## src/rtl/seg7_scan_driver.sv

```systemverilog
// seg7_scan_driver: time-multiplexed driver for an N-digit common-anode seven-segment display.
// A loaded hex word and its decimal points are held in a pending buffer and reach the shadow
// register only at a slot boundary, so a digit's content never changes mid-slot. Each slot
// starts with BLANK_CYCLES of all-off outputs to stop ghosting, then drives one digit.
// Leading zeros can be suppressed.
//
// Ports:
//   clk        system clock
//   rst_n      asynchronous active-low reset
//   digits_in  hex nibbles; nibble i = bits [4i+3:4i]; digit 0 is the rightmost
//   dp_in      decimal point request per digit, 1 = lit
//   load       one-cycle strobe capturing digits_in/dp_in into the pending buffer
//   lz_en      leading-zero suppression enable, used live
//   seg7       active-low segments; bit7 = DP, bits 6..0 = g..a (registered)
//   dig_sel    active-low anode select, one-cold while driving (registered)
module seg7_scan_driver #(
  parameter int unsigned N_DIGITS     = 4,
  parameter int unsigned CLK_DIV      = 50000,
  parameter int unsigned BLANK_CYCLES = 2
) (
  input  logic                  clk,
  input  logic                  rst_n,
  input  logic [4*N_DIGITS-1:0] digits_in,
  input  logic [N_DIGITS-1:0]   dp_in,
  input  logic                  load,
  input  logic                  lz_en,
  output logic [7:0]            seg7,
  output logic [N_DIGITS-1:0]   dig_sel
);

  localparam int unsigned CntW = (CLK_DIV > 1) ? $clog2(CLK_DIV) : 1;
  localparam int unsigned IdxW = (N_DIGITS > 1) ? $clog2(N_DIGITS) : 1;
  localparam logic [CntW-1:0] CntMax = CntW'(CLK_DIV - 1);
  localparam logic [IdxW-1:0] IdxMax = IdxW'(N_DIGITS - 1);

  typedef enum logic [0:0] {StBlank, StDrive} state_e;

  // Hex nibble to active-low segments g..a.
  function automatic logic [6:0] hex_to_seg(input logic [3:0] nib);
    logic [6:0] s;
    unique case (nib)
      4'h0:    s = 7'h40;
      4'h1:    s = 7'h79;
      4'h2:    s = 7'h24;
      4'h3:    s = 7'h30;
      4'h4:    s = 7'h19;
      4'h5:    s = 7'h12;
      4'h6:    s = 7'h02;
      4'h7:    s = 7'h78;
      4'h8:    s = 7'h00;
      4'h9:    s = 7'h10;
      4'hA:    s = 7'h08;
      4'hB:    s = 7'h03;
      4'hC:    s = 7'h46;
      4'hD:    s = 7'h21;
      4'hE:    s = 7'h06;
      4'hF:    s = 7'h0E;
      default: s = 7'h7F;
    endcase
    return s;
  endfunction

  logic [CntW-1:0]             cnt_q, cnt_d;
  logic [IdxW-1:0]             idx_q, idx_d;
  logic [N_DIGITS-1:0][3:0]    pend_dig_q, pend_dig_d;
  logic [N_DIGITS-1:0]         pend_dp_q, pend_dp_d;
  logic                        pend_vld_q, pend_vld_d;
  logic [N_DIGITS-1:0][3:0]    sh_dig_q, sh_dig_d;
  logic [N_DIGITS-1:0]         sh_dp_q, sh_dp_d;
  logic [7:0]                  seg_q, seg_d;
  logic [N_DIGITS-1:0]         sel_q, sel_d;
  state_e                      state;
  logic                        boundary;
  logic                        upper_zero;
  logic                        suppress;

  always_comb begin
    boundary = (cnt_q == CntMax);
    cnt_d    = boundary ? '0 : cnt_q + 1'b1;
    idx_d    = idx_q;
    if (boundary) begin
      idx_d = (idx_q == IdxMax) ? '0 : idx_q + 1'b1;
    end

    // Shadow only updates at a boundary; a load on that same cycle stays pending one more slot.
    sh_dig_d   = sh_dig_q;
    sh_dp_d    = sh_dp_q;
    pend_dig_d = pend_dig_q;
    pend_dp_d  = pend_dp_q;
    pend_vld_d = pend_vld_q;
    if (boundary && pend_vld_q) begin
      sh_dig_d   = pend_dig_q;
      sh_dp_d    = pend_dp_q;
      pend_vld_d = 1'b0;
    end
    if (load) begin
      pend_dig_d = digits_in;
      pend_dp_d  = dp_in;
      pend_vld_d = 1'b1;
    end

    state = (int'(cnt_q) < int'(BLANK_CYCLES)) ? StBlank : StDrive;

    // The current digit is a leading zero if it and every digit to its left are zero.
    upper_zero = 1'b1;
    for (int j = 0; j < int'(N_DIGITS); j++) begin
      if ((j >= int'(idx_q)) && (sh_dig_q[j] != 4'h0)) begin
        upper_zero = 1'b0;
      end
    end
    suppress = lz_en && (idx_q != '0) && upper_zero;

    seg_d = 8'hFF;
    sel_d = '1;
    if (state == StDrive) begin
      sel_d = ~(N_DIGITS'(1) << idx_q);
      seg_d = {~sh_dp_q[idx_q], suppress ? 7'h7F : hex_to_seg(sh_dig_q[idx_q])};
    end
  end

  always_ff @(posedge clk or negedge rst_n) begin
    if (!rst_n) begin
      cnt_q      <= '0;
      idx_q      <= '0;
      pend_dig_q <= '0;
      pend_dp_q  <= '0;
      pend_vld_q <= 1'b0;
      sh_dig_q   <= '0;
      sh_dp_q    <= '0;
      seg_q      <= 8'hFF;
      sel_q      <= '1;
    end else begin
      cnt_q      <= cnt_d;
      idx_q      <= idx_d;
      pend_dig_q <= pend_dig_d;
      pend_dp_q  <= pend_dp_d;
      pend_vld_q <= pend_vld_d;
      sh_dig_q   <= sh_dig_d;
      sh_dp_q    <= sh_dp_d;
      seg_q      <= seg_d;
      sel_q      <= sel_d;
    end
  end

  assign seg7    = seg_q;
  assign dig_sel = sel_q;

endmodule

```

## config.mk

```make
export PLATFORM = sky130hd
export DESIGN_NAME = seg7_scan_driver
export DESIGN_NICKNAME = d
export VERILOG_FILES = /design/src/rtl/seg7_scan_driver.sv
export SDC_FILE = /design/constraint.sdc
export NUM_CORES = 1
export LEC_CHECK = 0
export CAP_MARGIN = 20
export CORE_ASPECT_RATIO = 0.7
export CORE_MARGIN = 1.5
export CORE_UTILIZATION = 51
export DETAILED_ROUTE_END_ITERATION = 12
export MAX_ROUTING_LAYER = met4
export PLACE_DENSITY = 0.74
export RECOVER_POWER = 50
export SLEW_MARGIN = 5
export SYNTH_ARGS = -nofsm -noshare
export SYNTH_HDL_FRONTEND = slang
export SYNTH_SLANG_ARGS = --single-unit
```

## constraint.sdc

```tcl
create_clock -name clk -period 2.1 [get_ports clk]
set_input_delay 0.63 -clock clk [delete_from_list [all_inputs] [get_ports clk]]
set_output_delay 0.63 -clock clk [all_outputs]
set_load 0.02 [all_outputs]
```

* Word-level counts from Yosys, hierarchy flattened
Memory sizes are Yosys's and may differ from the RTL's.
Cells that the tools add are included.
** Storage, ports and cells
- Register bits after elaboration :: 71
- ROM bits :: 112
- Bits of input ports :: 24
- Output and inout bits :: 12
- Logic and storage cells :: 55
- Memories :: 1
** Memory list
- (name not given) :: depth 16, bits a word 7, read ports 1, clocked after memory_dff 0, wr ports 0, line 41 : unique case (nib)
** Operators by class
- $add $sub $neg :: 2
- $lt $le $gt $ge :: 5
- Equality and inequality tests :: 2
- Shift-type cells :: 1
- Multiplexer cells :: 15
- Bitwise operators :: 2
- Reductions and logical operators :: 12
** Operator list (number)
- $add 16x1->16 const B :: 1
- $eq 16x16->1 const B :: 1
- $lt 16x2->1 const B :: 1
- $mux 16 :: 1
- $reduce_bool 4->1 :: 4
- $bmux 4 s2 :: 1
- $mux 4 :: 2
- $mux 8 :: 1
- $mux 1 :: 7
- $mux 7 :: 1
- $logic_and 1x1->1 :: 6
- $ge 1x2->1 const A :: 2
- $not 4->4 :: 1
- $reduce_bool 2->1 :: 2
- $shl 1x2->4 const A :: 1
- $lt 2x3->1 const B :: 1
- $add 2x1->2 const B :: 1
- $bmux 1 s2 :: 1
- $eq 2x2->1 const B :: 1
- $ge 2x2->1 const A :: 1
- $mux 2 :: 1
- $not 1->1 :: 1

* Depth between registers and ports, before layout
Gate-level depths: netlist (run 1).
- Word-level depth :: 9
- Gate-level depth with buffers :: 8

* Worst setup path before layout (run 1)
OpenSTA, ideal clock, no wires.
- Path kind :: register to register
- Start point :: register idx_q[0]
- End point :: register seg_q[2] (netlist: seg7[2])
- Library setup time :: 0.098 ns
- Arrival :: 1.839 ns
- Slack :: 0.163 ns
- Stages on the path, launching flop included :: 7
- Clock period less this slack :: 1.937 ns
- Cells stage by stage :: dfrtp_1 > buf_6 > inv_1 > ha_1 > or4b_1 > o41a_1 > o311ai_1
** Between the ends
- Word-level cells in the longest chain between the ends :: 9
- Elaborated cells on any way between the ends :: 18
- Those cells by class :: order compare: 3; mux: 8; reduce/logical: 6; memory: 1
** Ends and longest elaborated chain
- start, declared :: line 64 : logic [IdxW-1:0] idx_q, idx_d;
- start signal, assigned :: line 134 : idx_q <= idx_d;
- $ge 1x2->1 :: line 107 : if ((j >= int'(idx_q)) && (sh_dig_q[j] != 4'h0)) begin
- $logic_and 1x1->1 :: line 107
- $mux 1 (4 in series) :: line 107
- $logic_and 1x1->1 :: line 111 : suppress = lz_en && (idx_q != '0) && upper_zero;
- $mux 7 * :: line 117 : seg_d = {~sh_dp_q[idx_q], suppress ? 7'h7F : hex_to_seg(sh_dig_q[idx_q])};
- $mux 8 * :: line 115 : if (state == StDrive) begin
- named net seg_d[2] :: line 70 : logic [7:0] seg_q, seg_d;
- end signal, assigned :: line 140 : seg_q <= seg_d;
- end, declared :: line 70
Mark *: on every way through the listed nets, which the timed path passes. The rest lies on a longest branch. The select of a mux whose other input is x is not followed.
A chain may end at the register's enable or synchronous reset.

* Final worst setup path (run 1)
Same ends and word-level chain as after synthesis.

==> results.sh, run 1 <==
export IMPL_critical_path_class="flip-flop to flip-flop"
export IMPL_cts_tree="yes"
export IMPL_drc_errors=0
export IMPL_clock_skew_ns=0.00750
export IMPL_synth_edf_count=0
export IMPL_grt_max_degree=25
export IMPL_synth_area_leaders="dfrtp_1 (44%), mux2_2 (14%), dfstp_2 (9.5%)"
export IMPL_hold_viol_final=0
export IMPL_rr_endpoint="seg7[2]$_DFF_PN1_"
export IMPL_syn_avg_cell_area_sq_um=13.0
export IMPL_slew_headroom=0.419
export IMPL_routedWlPerCell_microns=15.8
export IMPL_highest_layer="met4"
export IMPL_startpoint_type="flip-flop"
export IMPL_drv_slew=0
export IMPL_h_tree_depth=3
export IMPL_cts_root_buf="clkbuf_8"
export IMPL_ys_warn_count=0
export IMPL_core_rowCount=24
export IMPL_path_clk_slew_ns=0.08
export IMPL_clkLatencyLatePin_ns=0.35
export IMPL_die_h_microns=70.5
export IMPL_synth_common_cells="dfrtp_1 (59), mux2_2 (41), nand2_1 (16)"
export IMPL_antenna_found_initial=0
export IMPL_worstPathMaxFanout=7
export IMPL_die_x_microns=99.4
export IMPL_r2r_start="idx_q[0]$_DFFE_PN0N_"
export IMPL_postLayoutCellArea_sq_mm=0.00403
export IMPL_slowest_stage="or4b_1"
export IMPL_path_cells="inv_1, ha_1, or4b_1, o41a_1, o311ai_1"
export IMPL_pin_count=36
export IMPL_hold_buffers=0
export IMPL_cp_end_kind="flip-flop"
export IMPL_wirelength_mm=6.10
export IMPL_finalPower_mw=2.89
export IMPL_wl_met1_mm=3.02
export IMPL_synthFlopType="dfrtp_1"
export IMPL_max_vdd_ir_drop_v=0.000378
export IMPL_max_stage_delay_ns=0.52
export IMPL_hpwl_mm=4.44
export IMPL_leakagePower_nw=1.86
export IMPL_outcome="finished, final reports clean"
export IMPL_seq_area_frac_synth=0.540
export IMPL_maxCapViolations=0
export IMPL_grt_first_pass_wirelength_mm=10.6
export IMPL_worst_slack_ns=0.162
export IMPL_yosysUniqueCellTypes=41
export IMPL_wl_met3_microns=269
export IMPL_synthCells=255
export IMPL_post_place_ws_ns=-0.204
export IMPL_critPathRequiredTime_ns=2.35
export IMPL_area_growth_pct=21.5
export IMPL_wl_met2_mm=2.75
export IMPL_reg2reg_depth=5
export IMPL_async_flop_share=1.00
export IMPL_clock_sinks=71
export IMPL_cp_startpoint="idx_q[0]$_DFFE_PN0N_"
export IMPL_syn_area_sq_mm=0.00332
export IMPL_yosysTopAreaCell="dfrtp_1"
export IMPL_first_pass_iters=4
export IMPL_overflow=0
export IMPL_period_needed_ns=1.94
export IMPL_antenna_cells=0
export IMPL_core_sq_mm=0.00625
export IMPL_ant_nets=0
export IMPL_whs_ns=0.364
export IMPL_rsz0062_at_grt="false"
export IMPL_synthMostInstantiatedCell="dfrtp_1"
export IMPL_syn_nets=291
export IMPL_dpl_cell_area_sq_mm=0.00382
export IMPL_io_buffers=35
export IMPL_place_congestion=0.865
export IMPL_vias=2112
export IMPL_period_share=0.923
export IMPL_cp_data_arrival_time_ns=2.18
export IMPL_cts_max_path_buffers=2
export IMPL_final_nets=339
export IMPL_setup_violations=0
export IMPL_ys_ff_latch=71
export IMPL_synth_top_area_frac=0.445
export IMPL_dieArea_sq_mm=0.00701
export IMPL_timing_fmax_mhz=516
export IMPL_drive_gt1_frac=0.289
export IMPL_hp_class="primary input to async pin"
export IMPL_vias_per_cell=5.47
export IMPL_final_fill_count=516
export IMPL_start_util=0.531
export IMPL_worst_pin_slew_ns=0.871
export IMPL_reg2reg_slack_ns=0.16
export IMPL_endpoint="seg7[2]$_DFF_PN1_"
export IMPL_p_per_area_mw_per_mm2=716
export IMPL_drt_iter0_drc=116
export IMPL_grt_pass1_vias=2103
export IMPL_grt_usage=0.207
export IMPL_cts_buffers=9
[per-stage QoR]
step	TNS, ns	cells	util
floorplan	0	255	-
global placement	-1.05	370	0.612
detailed placement	-1.12	370	0.612
CTS	0	386	0.649
global route	0	386	0.646
finish	0	386	0.646
[flip-flops by register name (all words and copies together) (netlist names)]
register / count
sh_dp_q: 4
pend_vld_q: 1
idx_q: 2
pend_dp_q: 4
dig_sel: 4
cnt_q: 16
pend_dig_q: 16
seg7: 8
sh_dig_q: 16
[power by group]
| part | internal [mW] | total [mW] | switching [mW] |
|---|---|---|---|
| registers | 1.41 | 1.43 | 0.0217 |
| logic | 0.0791 | 0.127 | 0.0481 |
| clock network | 0.800 | 1.33 | 0.534 |
[cell families after synthesis]
group,count (synthesis),share of synthesized area
and+or+nand+nor,75,0.125
DFF,71,0.540
muxes,49,0.189
buffers and inverters,17,0.0253
xor gates and xnor gates,16,0.0422
AOI/OAI and AO/OA,15,0.0332
adders and majority gates,12,0.0452
[routing by layer]
metal,global-route usage,vias to the layer above
met1,0.287,1052
li1,-,1001
met4,0.0516,0
met3,0.0751,6
met2,0.291,53
met5,-,-
[worst max-delay path, delay by kind of cell (launching register included)]
kind / cells / cell delay (ns)
AOI/OAI and AO/OA: 2 / 0.57
DFF: 1 / 0.42
buffers and inverters: 1 / 0.10
and+or+nand+nor: 1 / 0.52
adders and majority gates: 1 / 0.22
[worst min path at each step]
stage | start | end | slack [ns] | cells past startpoint
final | rst_n | cnt_q[13]$_DFF_PN0_ | 0.36 | 1
after detailed placement | cnt_q[0]$_DFF_PN0_ | cnt_q[0]$_DFF_PN0_ | 0.47 | 1
after global routing | rst_n | cnt_q[13]$_DFF_PN0_ | 0.45 | 1
after global placement | cnt_q[0]$_DFF_PN0_ | cnt_q[0]$_DFF_PN0_ | 0.45 | 1
after CTS | rst_n | cnt_q[13]$_DFF_PN0_ | 0.19 | 1
after floorplan | rst_n | cnt_q[0]$_DFF_PN0_ | 0.33 | 0
[cells in the final DEF (no fill, tap or decap), types with 3 or more instances in the layout]
cell	synthesis	final
bufinv_16	0	3
nand2_1	16	16
o21bai_1	3	3
mux4_2	3	5
buf_4	0	6
xnor2_1	10	10
nor3_1	3	3
clkdlybuf4s50_1	0	22
dfstp_2	12	12
and3_1	5	5
and2_1	4	3
nand4_1	6	6
dfrtp_1	59	58
mux2_2	41	41
nor2_1	15	15
ha_1	12	12
clkbuf_8	0	9
dlygate4sd2_1	0	11
nor4_1	4	4
inv_1	9	9
nand3_1	9	9
xor2_1	6	6
[cell type report]
| type | count | area (sq um) | share of cell area |
|---|---|---|---|
| Timing Repair Buffer | 45 | 428 | 0.106 |
| Inverter | 9 | 33.8 | 0.00838 |
| Clock buffer | 10 | 128 | 0.0316 |
| Multi-Input combinational cell | 167 | 1440 | 0.356 |
| Sequential cell | 71 | 1790 | 0.445 |
| Tap cell | 78 | 97.6 | 0.0242 |
| Clock inverter | 6 | 116 | 0.0289 |
[repair_timing]
| action | 4_1_cts | 5_1_grt |
|---|---|---|
| buffers inserted | 0 | 0 |
| setup endpoints to repair | 11 | 6 |
| gates resized for setup | 11 | 4 |
| pin swaps | 0 | 1 |
Note: power is estimated with default switching activity, not from simulation.
==> inputs of run 2 (changes only) <==
--- a/config.mk
+++ b/config.mk
@@ -5,7 +5,7 @@
 export SDC_FILE = /design/constraint.sdc
 export NUM_CORES = 1
 export LEC_CHECK = 0
-export CAP_MARGIN = 20
+export CAP_MARGIN = 10
 export CORE_ASPECT_RATIO = 0.7
 export CORE_MARGIN = 1.5
 export CORE_UTILIZATION = 51
@@ -17,3 +17,4 @@
 export SYNTH_ARGS = -nofsm -noshare
 export SYNTH_HDL_FRONTEND = slang
 export SYNTH_SLANG_ARGS = --single-unit
+export TNS_END_PERCENT = 100
==> results of run 2 <==
Final layout, timing and power as in run 1 (identical DEF).
